==> src/rtl/sd_card_cmd_responder.sv <==
`default_nettype none
`timescale 1ns/1ps
// ============================================================================
// Module   : sd_card_cmd_responder
// Purpose  : Card-side SD CMD line engine. It receives 48-bit host commands
//            and answers them with R1 responses.
// Options  : SD_RESP_CRC_CHECK_EN - drop commands whose CRC7 does not match
// Revision : 1.0 - initial release
// ============================================================================
module sd_card_cmd_responder #(
    parameter int         NCR     = 2,
    parameter logic [5:0] NO_RESP = 6'd0
) (
    input  logic        CLK,
    input  logic        RESET,
    input  logic        cmd_in,
    input  logic [31:0] card_status,
    output logic        cmd_out,
    output logic        cmd_oe,
    output logic        cmd_valid,
    output logic [5:0]  cmd_index,
    output logic [31:0] cmd_arg,
    output logic        cmd_error,
    output logic        busy
);

    localparam logic [2:0] c_s_idle  = 3'd0;
    localparam logic [2:0] c_s_recv  = 3'd1;
    localparam logic [2:0] c_s_check = 3'd2;
    localparam logic [2:0] c_s_wait  = 3'd3;
    localparam logic [2:0] c_s_send  = 3'd4;

    localparam logic [5:0] c_wait_last = 6'(NCR - 2);

    logic [2:0]  r_state;
    logic [2:0]  w_state_next;
    logic [5:0]  r_bit_cnt;
    logic [5:0]  r_wait_cnt;
    logic [5:0]  r_tx_cnt;
    logic [47:0] r_rx_sr;
    logic [6:0]  r_rx_crc;
    logic [39:0] r_tx_sr;
    logic [6:0]  r_tx_crc;
    logic        r_cmd_out;
    logic        r_cmd_oe;
    logic        r_cmd_valid;
    logic        r_cmd_error;
    logic [5:0]  r_cmd_index;
    logic [31:0] r_cmd_arg;

    logic        w_frame_ok;
    logic        w_accept;
    logic [5:0]  w_rx_index;
    logic [6:0]  w_tx_crc_step;

    function automatic logic [6:0] f_crc7_step(input logic [6:0] crc, input logic b);
        logic fb;
        fb = crc[6] ^ b;
        return {crc[5:0], 1'b0} ^ (fb ? 7'h09 : 7'h00);
    endfunction

    assign w_frame_ok    = ~r_rx_sr[47] & r_rx_sr[46] & r_rx_sr[0];
    assign w_rx_index    = r_rx_sr[45:40];
    assign w_tx_crc_step = f_crc7_step(r_tx_crc, r_tx_sr[39]);

`ifdef SD_RESP_CRC_CHECK_EN
    assign w_accept = w_frame_ok & (r_rx_crc == r_rx_sr[7:1]);
`else
    logic w_unused_crc;
    assign w_unused_crc = ^{r_rx_crc, r_rx_sr[7:1]};
    assign w_accept     = w_frame_ok;
`endif

    always_ff @(posedge CLK) begin
        if (RESET) r_state <= c_s_idle;
        else       r_state <= w_state_next;
    end

    always_comb begin
        w_state_next = r_state;
        case (r_state)
            c_s_idle:  if (!cmd_in) w_state_next = c_s_recv;
            // A 0 transmission bit marks another card's response: ignore it.
            c_s_recv:  if (r_bit_cnt == 6'd0 && !cmd_in) w_state_next = c_s_idle;
                       else if (r_bit_cnt == 6'd46)      w_state_next = c_s_check;
            c_s_check: if (!w_accept || w_rx_index == NO_RESP) w_state_next = c_s_idle;
                       else                                   w_state_next = c_s_wait;
            c_s_wait:  if (r_wait_cnt == c_wait_last) w_state_next = c_s_send;
            c_s_send:  if (r_tx_cnt == 6'd47) w_state_next = c_s_idle;
            default:   w_state_next = c_s_idle;
        endcase
    end

    always_ff @(posedge CLK) begin
        if (RESET) begin
            r_bit_cnt   <= '0;
            r_wait_cnt  <= '0;
            r_tx_cnt    <= '0;
            r_rx_sr     <= '0;
            r_rx_crc    <= '0;
            r_tx_sr     <= '0;
            r_tx_crc    <= '0;
            r_cmd_out   <= 1'b1;
            r_cmd_oe    <= 1'b0;
            r_cmd_valid <= 1'b0;
            r_cmd_error <= 1'b0;
            r_cmd_index <= '0;
            r_cmd_arg   <= '0;
        end else begin
            r_cmd_valid <= 1'b0;
            r_cmd_error <= 1'b0;
            case (r_state)
                c_s_idle: begin
                    r_bit_cnt <= '0;
                    r_rx_crc  <= '0;
                    if (!cmd_in) r_rx_sr <= {r_rx_sr[46:0], cmd_in};
                end
                c_s_recv: begin
                    r_rx_sr <= {r_rx_sr[46:0], cmd_in};
                    if (r_bit_cnt != 6'h3F) r_bit_cnt <= r_bit_cnt + 6'd1;
                    // The start bit leaves a zero CRC unchanged, so bits 1..39 suffice.
                    if (r_bit_cnt <= 6'd38) r_rx_crc <= f_crc7_step(r_rx_crc, cmd_in);
                end
                c_s_check: begin
                    r_wait_cnt <= '0;
                    if (w_accept) begin
                        r_cmd_index <= w_rx_index;
                        r_cmd_arg   <= r_rx_sr[39:8];
                        r_cmd_valid <= 1'b1;
                    end else begin
                        r_cmd_error <= 1'b1;
                    end
                end
                c_s_wait: begin
                    r_wait_cnt <= r_wait_cnt + 6'd1;
                    if (r_wait_cnt == c_wait_last) begin
                        r_tx_sr   <= {2'b00, r_cmd_index, card_status};
                        r_tx_crc  <= '0;
                        r_tx_cnt  <= '0;
                        r_cmd_oe  <= 1'b1;
                        r_cmd_out <= 1'b0;
                    end
                end
                c_s_send: begin
                    r_tx_cnt <= r_tx_cnt + 6'd1;
                    if (r_tx_cnt < 6'd39) begin
                        r_cmd_out <= r_tx_sr[38];
                        r_tx_sr   <= {r_tx_sr[38:0], 1'b0};
                        r_tx_crc  <= w_tx_crc_step;
                    end else if (r_tx_cnt == 6'd39) begin
                        // The 1 shifted in behind the CRC emerges as the end bit.
                        r_cmd_out <= w_tx_crc_step[6];
                        r_tx_crc  <= {w_tx_crc_step[5:0], 1'b1};
                    end else if (r_tx_cnt < 6'd47) begin
                        r_cmd_out <= r_tx_crc[6];
                        r_tx_crc  <= {r_tx_crc[5:0], 1'b0};
                    end else begin
                        r_cmd_out <= 1'b1;
                        r_cmd_oe  <= 1'b0;
                    end
                end
                default: ;
            endcase
        end
    end

    assign cmd_out   = r_cmd_out;
    assign cmd_oe    = r_cmd_oe;
    assign cmd_valid = r_cmd_valid;
    assign cmd_error = r_cmd_error;
    assign cmd_index = r_cmd_index;
    assign cmd_arg   = r_cmd_arg;
    assign busy      = (r_state != c_s_idle);

endmodule
`default_nettype wire

==> config.mk <==
export PLATFORM = sky130hd
export DESIGN_NAME = sd_card_cmd_responder
export DESIGN_NICKNAME = d
export VERILOG_FILES = /design/src/rtl/sd_card_cmd_responder.sv
export SDC_FILE = /design/constraint.sdc
export NUM_CORES = 1
export LEC_CHECK = 0
export ABC_AREA = 1
export BUFFER_PORTS_ARGS = -buffer_cell sky130_fd_sc_hd__buf_2
export CELL_PAD_IN_SITES_DETAIL_PLACEMENT = 1
export CELL_PAD_IN_SITES_GLOBAL_PLACEMENT = 1
export CORE_ASPECT_RATIO = 1.75
export CORE_MARGIN = 4
export CORE_UTILIZATION = 41
export DETAILED_ROUTE_END_ITERATION = 7
export HOLD_SLACK_MARGIN = 0.02
export PLACE_DENSITY_LB_ADDON = 0.12
export SLEW_MARGIN = 20
export SYNTH_ARGS = -nofsm -noshare
export SYNTH_HDL_FRONTEND = slang
export SYNTH_SLANG_ARGS = --single-unit
export TNS_END_PERCENT = 100
==> constraint.sdc <==
create_clock -name CLK -period 1.7 [get_ports CLK]
set_input_delay 0.34 -clock CLK [delete_from_list [all_inputs] [get_ports CLK]]
set_output_delay 0.34 -clock CLK [all_outputs]
set_load 0.03 [all_outputs]
==> flow_summary.toml, run 1 <==
[floorplan]
coreArea_um2 = 15900
die-area_um2 = 18300
io_pins = 78
die_width_um = 104
die_h_um = 176
rows = 61
initial_core_util_pct = 41.5

[routing]
drt_iter0_drc = 180
route.detailed.drc = 0
avgRoutedWirePerCell_um = 14.5
firstDrtPassIters = 4
vias = 6390
ant_nets = 0
wl_mm = 18.0
vias_per_cell = 5.13

[synth]
yosys-top-cells-area = "dfxtp_1 (48%), nor2_1 (17%), nand2_1 (11%)"
ys_seq_area_share_pct = 48.0
synth_edf_count = 0
synth_top_area_cell = "dfxtp_1"
synthTopCellsByCount = "nor2_1 (296), nand2_1 (186), dfxtp_1 (158)"
syn_avg_cell_area_um2 = 6.91
synth_nets = 995
synthDistinctLibCells = 26
syn_area_um2 = 6600
synth_most_common_cell = "nor2_1"
synthFlopType = "dfxtp_1"
ys_warn_count = 0
syn_inst = 954
synth-seq-cells = 158
async_flop_share_pct = 0
yosysTopAreaCellShare_pct = 48.0

[global_routing]
grt_overflow_total = 0
grt_max_degree = 48
antenna_found_initial = 0
grt_use_total_pct = 19.8
grt_pass1_vias = 6583
grt_pass1_wl_mm = 30.3

[finish]
fin_nets = 1085
finalNonFillerCells = 1246
finish.utilization_pct = 51.4
diodes = 0
area_delta_synth_final_pct = 23.7
drive_gt1_share_pct = 18.3
final_area_um2 = 8160

[timing]
rsz0062_at_grt = "true"
min_period_ns = 1.67
post-route-period-util_pct = 98.3
setup_viol = 0
worstMarginPinSlew_ns = 0.617
max_freq_mhz = 599
tns_ns = 0
finalHoldViolCount = 0
worst_slack_ns = 0.0295
finalClockSkew_ns = 0.0120
finalMaxSlewViolations = 0
slew_headroom_pct = 58.8

[setup_path]
cp.arrival_ns = 1.33
crit_fanout = 4
critical_path_required_ns = 1.36
ff2ff_setup_slack_ns = 0.09
criticalPathCategory = "register to primary output"
cp-end-kind = "primary output"
slowest_delay_ns = 0.33
path_common_cell = "buf_4"
slowest_stage = "dfxtp_2"
cp-start-kind = "register"
crit_path_cell_trace = "buf_4 -> nor2_4 -> inv_2 -> buf_4 -> buf_6"

[placement]
dp_hpwl_mm = 11.4
place_congestion = 0.832
dpl_cell_area_um2 = 7400
dp_slack_ns = -0.161
io_buffers = 77
placed_cells = 1208

[outcome]
outcome = "complete, no violations"

[cts]
cts_buffer_depth = 2
cts_buffers = 17
hold_buffers = 0
cts_tree = "done"
clock_latency_ns = 0.43
clock_sinks = 158
clk_pin_slew_ns = 0.07
htreeDepth = 4
cts_root_buffer = "clkbuf_16"

[pwr]
p_leak_nw = 3.80
power_density_nw_per_um2 = 1550
peakVddDrop_mv = 0.874

[run]
drv_cap = 0

[hold_path]
hold_class = "primary input to register"
-- state kept, by name, summed over array words and instances, names as in the netlist --
signal	cells
cmd_arg	32
r_rx_sr	48
r_tx_sr	40
r_tx_crc	7
r_bit_cnt	6
r_tx_cnt	6
r_state	3
cmd_index	6
cmd_out	1
cmd_valid	1
cmd_oe	1
cmd_error	1
r_wait_cnt	6
-- path summary, 6_finish.rpt --
| check | startpoint | endpoint | cells past startpoint |
|---|---|---|---|
| hold / removal | card_status[0] | r_tx_sr[0] | 3 |
| setup / recovery | r_state[2] | busy | 5 |
| hold reg to reg | r_wait_cnt[5] | r_wait_cnt[5] | 1 |
| setup reg to reg | r_tx_cnt[0] | r_tx_sr[38] | 10 |
-- layout make-up --
cell class,count,area [um^2]
Fill cell,2101,7720
Sequential cell,158,3170
Multi-Input combinational cell,707,3090
Timing Repair Buffer,122,922
Clock buffer,17,425
Tap cell,189,236
Clock inverter,15,170
Inverter,38,146
-- repair_timing --
| item | in CTS | in global routing |
|---|---|---|
| buffers inserted | 0 | 1 |
| resized for setup | 6 | 16 |
| gates cloned | 1 | 4 |
| pin swaps | 1 | 3 |
| endpoints found under the setup margin | 48 | 57 |
-- stage by stage --
stage / power [W] / hold slack [ns]
after floorplan: 0.00760 / 0.409
after global placement: 0.00860 / 0.434
after detailed placement: 0.00872 / 0.446
after CTS: 0.0127 / 0.182
after global routing: 0.0136 / 0.177
final: 0.0127 / 0.195
-- routing by layer --
metal / global-route usage [%] / part of all wire, % / vias to the layer above
met1: 20.7 / 39 / 3059
li1: - / - / 3216
met4: 7.27 / 2.2 / 0
met5: 0 / 0 / -
met2: 39.1 / 57 / 84
met3: 3.42 / 2.6 / 31
-- kinds of logic (layout without fill, tap and decap cells) --
| group | after synthesis | count (layout) | share of synthesized area (%) |
|---|---|---|---|
| and+or+nand+nor | 518 | 519 | 30.6 |
| AOI/OAI and AO/OA | 182 | 182 | 14.2 |
| DFF | 158 | 158 | 48.0 |
| buffers and inverters | 90 | 192 | 6.13 |
| adders and majority gates | 6 | 6 | 1.14 |
-- cells in the final DEF (no fill, tap or decap), types with 2 or more instances in the layout --
| cell type | count |
|---|---|
| nor2_1 | 293 |
| buf_12 | 12 |
| dfxtp_1 | 153 |
| clkinv_8 | 4 |
| o21ai_0 | 127 |
| nand4_1 | 6 |
| nor2_4 | 6 |
| nand3_2 | 3 |
| ha_1 | 5 |
| o211ai_1 | 2 |
| clkbuf_16 | 19 |
| buf_2 | 76 |
| buf_4 | 29 |
| inv_6 | 4 |
| inv_1 | 26 |
| dfxtp_2 | 5 |
| inv_2 | 10 |
| nand3_1 | 16 |
| inv_8 | 4 |
| o21ai_1 | 16 |
| nand2_1 | 185 |
| buf_6 | 3 |
| clkinv_4 | 2 |
| nor2_2 | 6 |
| a21oi_1 | 32 |
| nand2_2 | 3 |
-- power by group --
group	internal, W	switching [W]	total, W
registers	0.00464	0.000642	0.00528
logic	0.00138	0.00227	0.00364
clock network	0.00198	0.00178	0.00376
total	0.00799	0.00469	0.0127
-- worst max-delay path, delay by kind of cell (launching register included) --
family,cells,cell delay [ns]
buffers and inverters,4,0.46
flip-flops,1,0.33
AND/OR/NAND/NOR,1,0.11
(Power assumes the default switching activity.)
==> inputs of run 2 (changes only) <==
ABC_AREA = 0   (was 1)
CORE_UTILIZATION = 43   (was 41)
==> flow_summary.toml, run 2 <==
[pwr]
switchingPower_w = 0.00219
peakVddDrop_mv = 0.593
seqPwrFrac_pct = 46.4
p_leak_nw = 3.08
p_clk_share_pct = 47.0
switching_share_pct = 26.9
p_int_w = 0.00593
power_density_nw_per_um2 = 958
p_comb_share_pct = 6.7

[floorplan]
die_h_um = 174
io_pins = 78
coreArea_um2 = 15400
die_width_um = 103
rows = 60
initial_core_util_pct = 43.9
die-area_um2 = 17900

[setup_path]
criticalPathCategory = "register to register"
cp-start-kind = "register"
cp.arrival_ns = 2.26
cp-end-kind = "register"
crit_fanout = 7
crit_buf_inv = 3
slowest_delay_ns = 0.48
crit_path_cell_trace = "inv_2 -> ha_4 -> or4b_4 -> nor3_4 -> buf_12 -> clkbuf_16 -> nor3_1 -> a311oi_2"
crit_family = "simple AND/OR/NAND/NOR gates"
critical_path_required_ns = 2.03
slowest_stage = "or4b_4"

[finish]
finalNonFillerCells = 1105
top_register = "r_rx_sr"
area_delta_synth_final_pct = 25.3
diodes = 0
drive_gt1_share_pct = 25.6
fill_cells = 1830
multi_input_area_um2 = 3400
fin_nets = 947
largest_reg_flops = 48
layout_commonest_cell = "nand2_1"
final_cell_mix = "nand2_1 (255), dfxtp_1 (154), a21oi_1 (106)"
regArea_um2 = 3170

[placement]
io_buffers = 77
placed_cells = 1059
place_congestion = 0.856
dp_hpwl_mm = 12.0

[synth]
yosysTopAreaCellShare_pct = 46.8
synthTopCellsByCount = "nand2_1 (255), dfxtp_1 (158), a21oi_1 (106)"
ys_warn_count = 0
syn_inst = 818
synth_most_common_cell = "nand2_1"
synth_top_area_cell = "dfxtp_1"
syn_avg_cell_area_um2 = 8.27
ys_seq_area_share_pct = 46.8
synthFlopType = "dfxtp_1"
synth-seq-cells = 158
synth_nets = 859
yosys-top-cells-area = "dfxtp_1 (47%), nand2_1 (14%), a311oi_2 (8.2%)"
async_flop_share_pct = 0
syn_area_um2 = 6760
synth_edf_count = 0
synthDistinctLibCells = 53

[routing]
route.detailed.drc = 0
wl_mm = 19.5
firstDrtPassIters = 4
ant_nets = 0
vias = 6153
vias_per_cell = 5.57
drt_iter0_drc = 186
avgRoutedWirePerCell_um = 17.6

[timing]
rsz0062_at_grt = "true"
worstMarginPinSlew_ns = 0.460
setup_viol = 44
finalHoldViolCount = 0
finalMaxSlewViolations = 0
finalClockSkew_ns = 0.0138
max_freq_mhz = 520
worst_slack_ns = -0.225
hold_ws_ns = 0.198
post-route-period-util_pct = 113
slew_headroom_pct = 69.2
min_period_ns = 1.92

[run]
drv_cap = 0

[cts]
cts_tree = "done"
hold_buffers = 0
clk_pin_slew_ns = 0.07
htreeDepth = 4
cts_buffer_depth = 2
clock_latency_ns = 0.43
cts_buffers = 17
cts_root_buffer = "clkbuf_16"
clock_sinks = 158

[global_routing]
grt_use_total_pct = 20.9
grt_pass1_vias = 6399
grt_max_degree = 55
antenna_found_initial = 0
grt_pass1_wl_mm = 30.4
grt_overflow_total = 0

[outcome]
outcome = "finished with violations"
violations = "setup timing"

[hold_path]
hold_class = "primary input to register"
-- run 2: cell count changes in the layout (fill, tap and decap cells not counted), moves of 35 or more --
cell      delta
a21oi_1     +74
a311oi_2    +37
nand2_1     +70
nor2_1     -275
nor3_1      +35
o21ai_0    -114
-- run 2: timing repair --
action | CTS | global route
pin swaps | 0 | 36
gates resized for setup | 8 | 29
setup endpoints to repair | 45 | 56
gates cloned | 0 | 6
buffers inserted | 0 | 8
-- run 2: metrics by stage --
stage / worst slack (ns) / util [%] / instance area, um^2 / setup TNS (ns) / power, W
final: -0.225 / 55.0 / 8470 / -7.57 / 0.00812
after global routing: -0.307 / 55.0 / 8470 / -10.82 / 0.00843
after CTS: -0.197 / 53.0 / 8160 / -6.15 / 0.00817
after detailed placement: -0.169 / 49.0 / 7540 / -5.15 / 0.00434
after global placement: -0.0704 / 49.0 / 7540 / -1.97 / 0.00432
after floorplan: -0.0245 / - / 6780 / -0.901 / 0.00415
-- run 2: tightest hold or removal path, delay by kind of cell --
kind	cells	cell delay, ns
buffers and inverters	1	0.11
AND/OR/NAND/NOR	1	0.07
AO/OA/AOI/OAI	1	0.06
-- run 2: per-layer routing --
metal	track usage, %	up-vias	routed length [um]
li1	-	3005	-
met5	0	-	0
met2	39.4	98	10900
met4	7.73	0	522
met3	3.73	38	542
met1	22.3	3012	7500
-- run 2: worst paths after layout --
| check | start | to | slack, ns | cells past startpoint |
|---|---|---|---|---|
| hold / removal | card_status[0] | r_tx_sr[0] | 0.20 | 3 |
| setup reg to reg | r_wait_cnt[0] | r_tx_sr[16] | -0.22 | 8 |
| setup / recovery | r_wait_cnt[0] | r_tx_sr[16] | -0.22 | 8 |
| hold reg to reg | cmd_arg[1] | cmd_arg[1] | 0.46 | 2 |
-- run 2: cell families after synthesis --
family | synth area share, %
DFF | 46.8
xor gates and xnor gates | 1.04
buffers and inverters | 5.40
muxes | 0.167
adders and majority gates | 1.11
AOI/OAI and AO/OA | 21.6
and+or+nand+nor | 23.9
-- run 2: cell type report --
type,count,share of cell area [%]
clock inverters,15,1.96
flip-flops and latches,158,37.5
multi-input cells,584,40.1
repair buffers,135,12.3
inverters,10,0.443
well taps,186,2.75
clock buffers,17,5.02
-- run 2: power by group through the flow --
stage / Combinational (W) / Clock, W / Sequential (W)
2_1_floorplan: 0.000310 / 0 / 0.00384
3_3_place_gp: 0.000475 / 0 / 0.00385
3_5_place_dp: 0.000495 / 0 / 0.00385
4_1_cts: 0.000509 / 0.00390 / 0.00376
5_1_grt: 0.000591 / 0.00407 / 0.00377
6_report: 0.000541 / 0.00381 / 0.00376
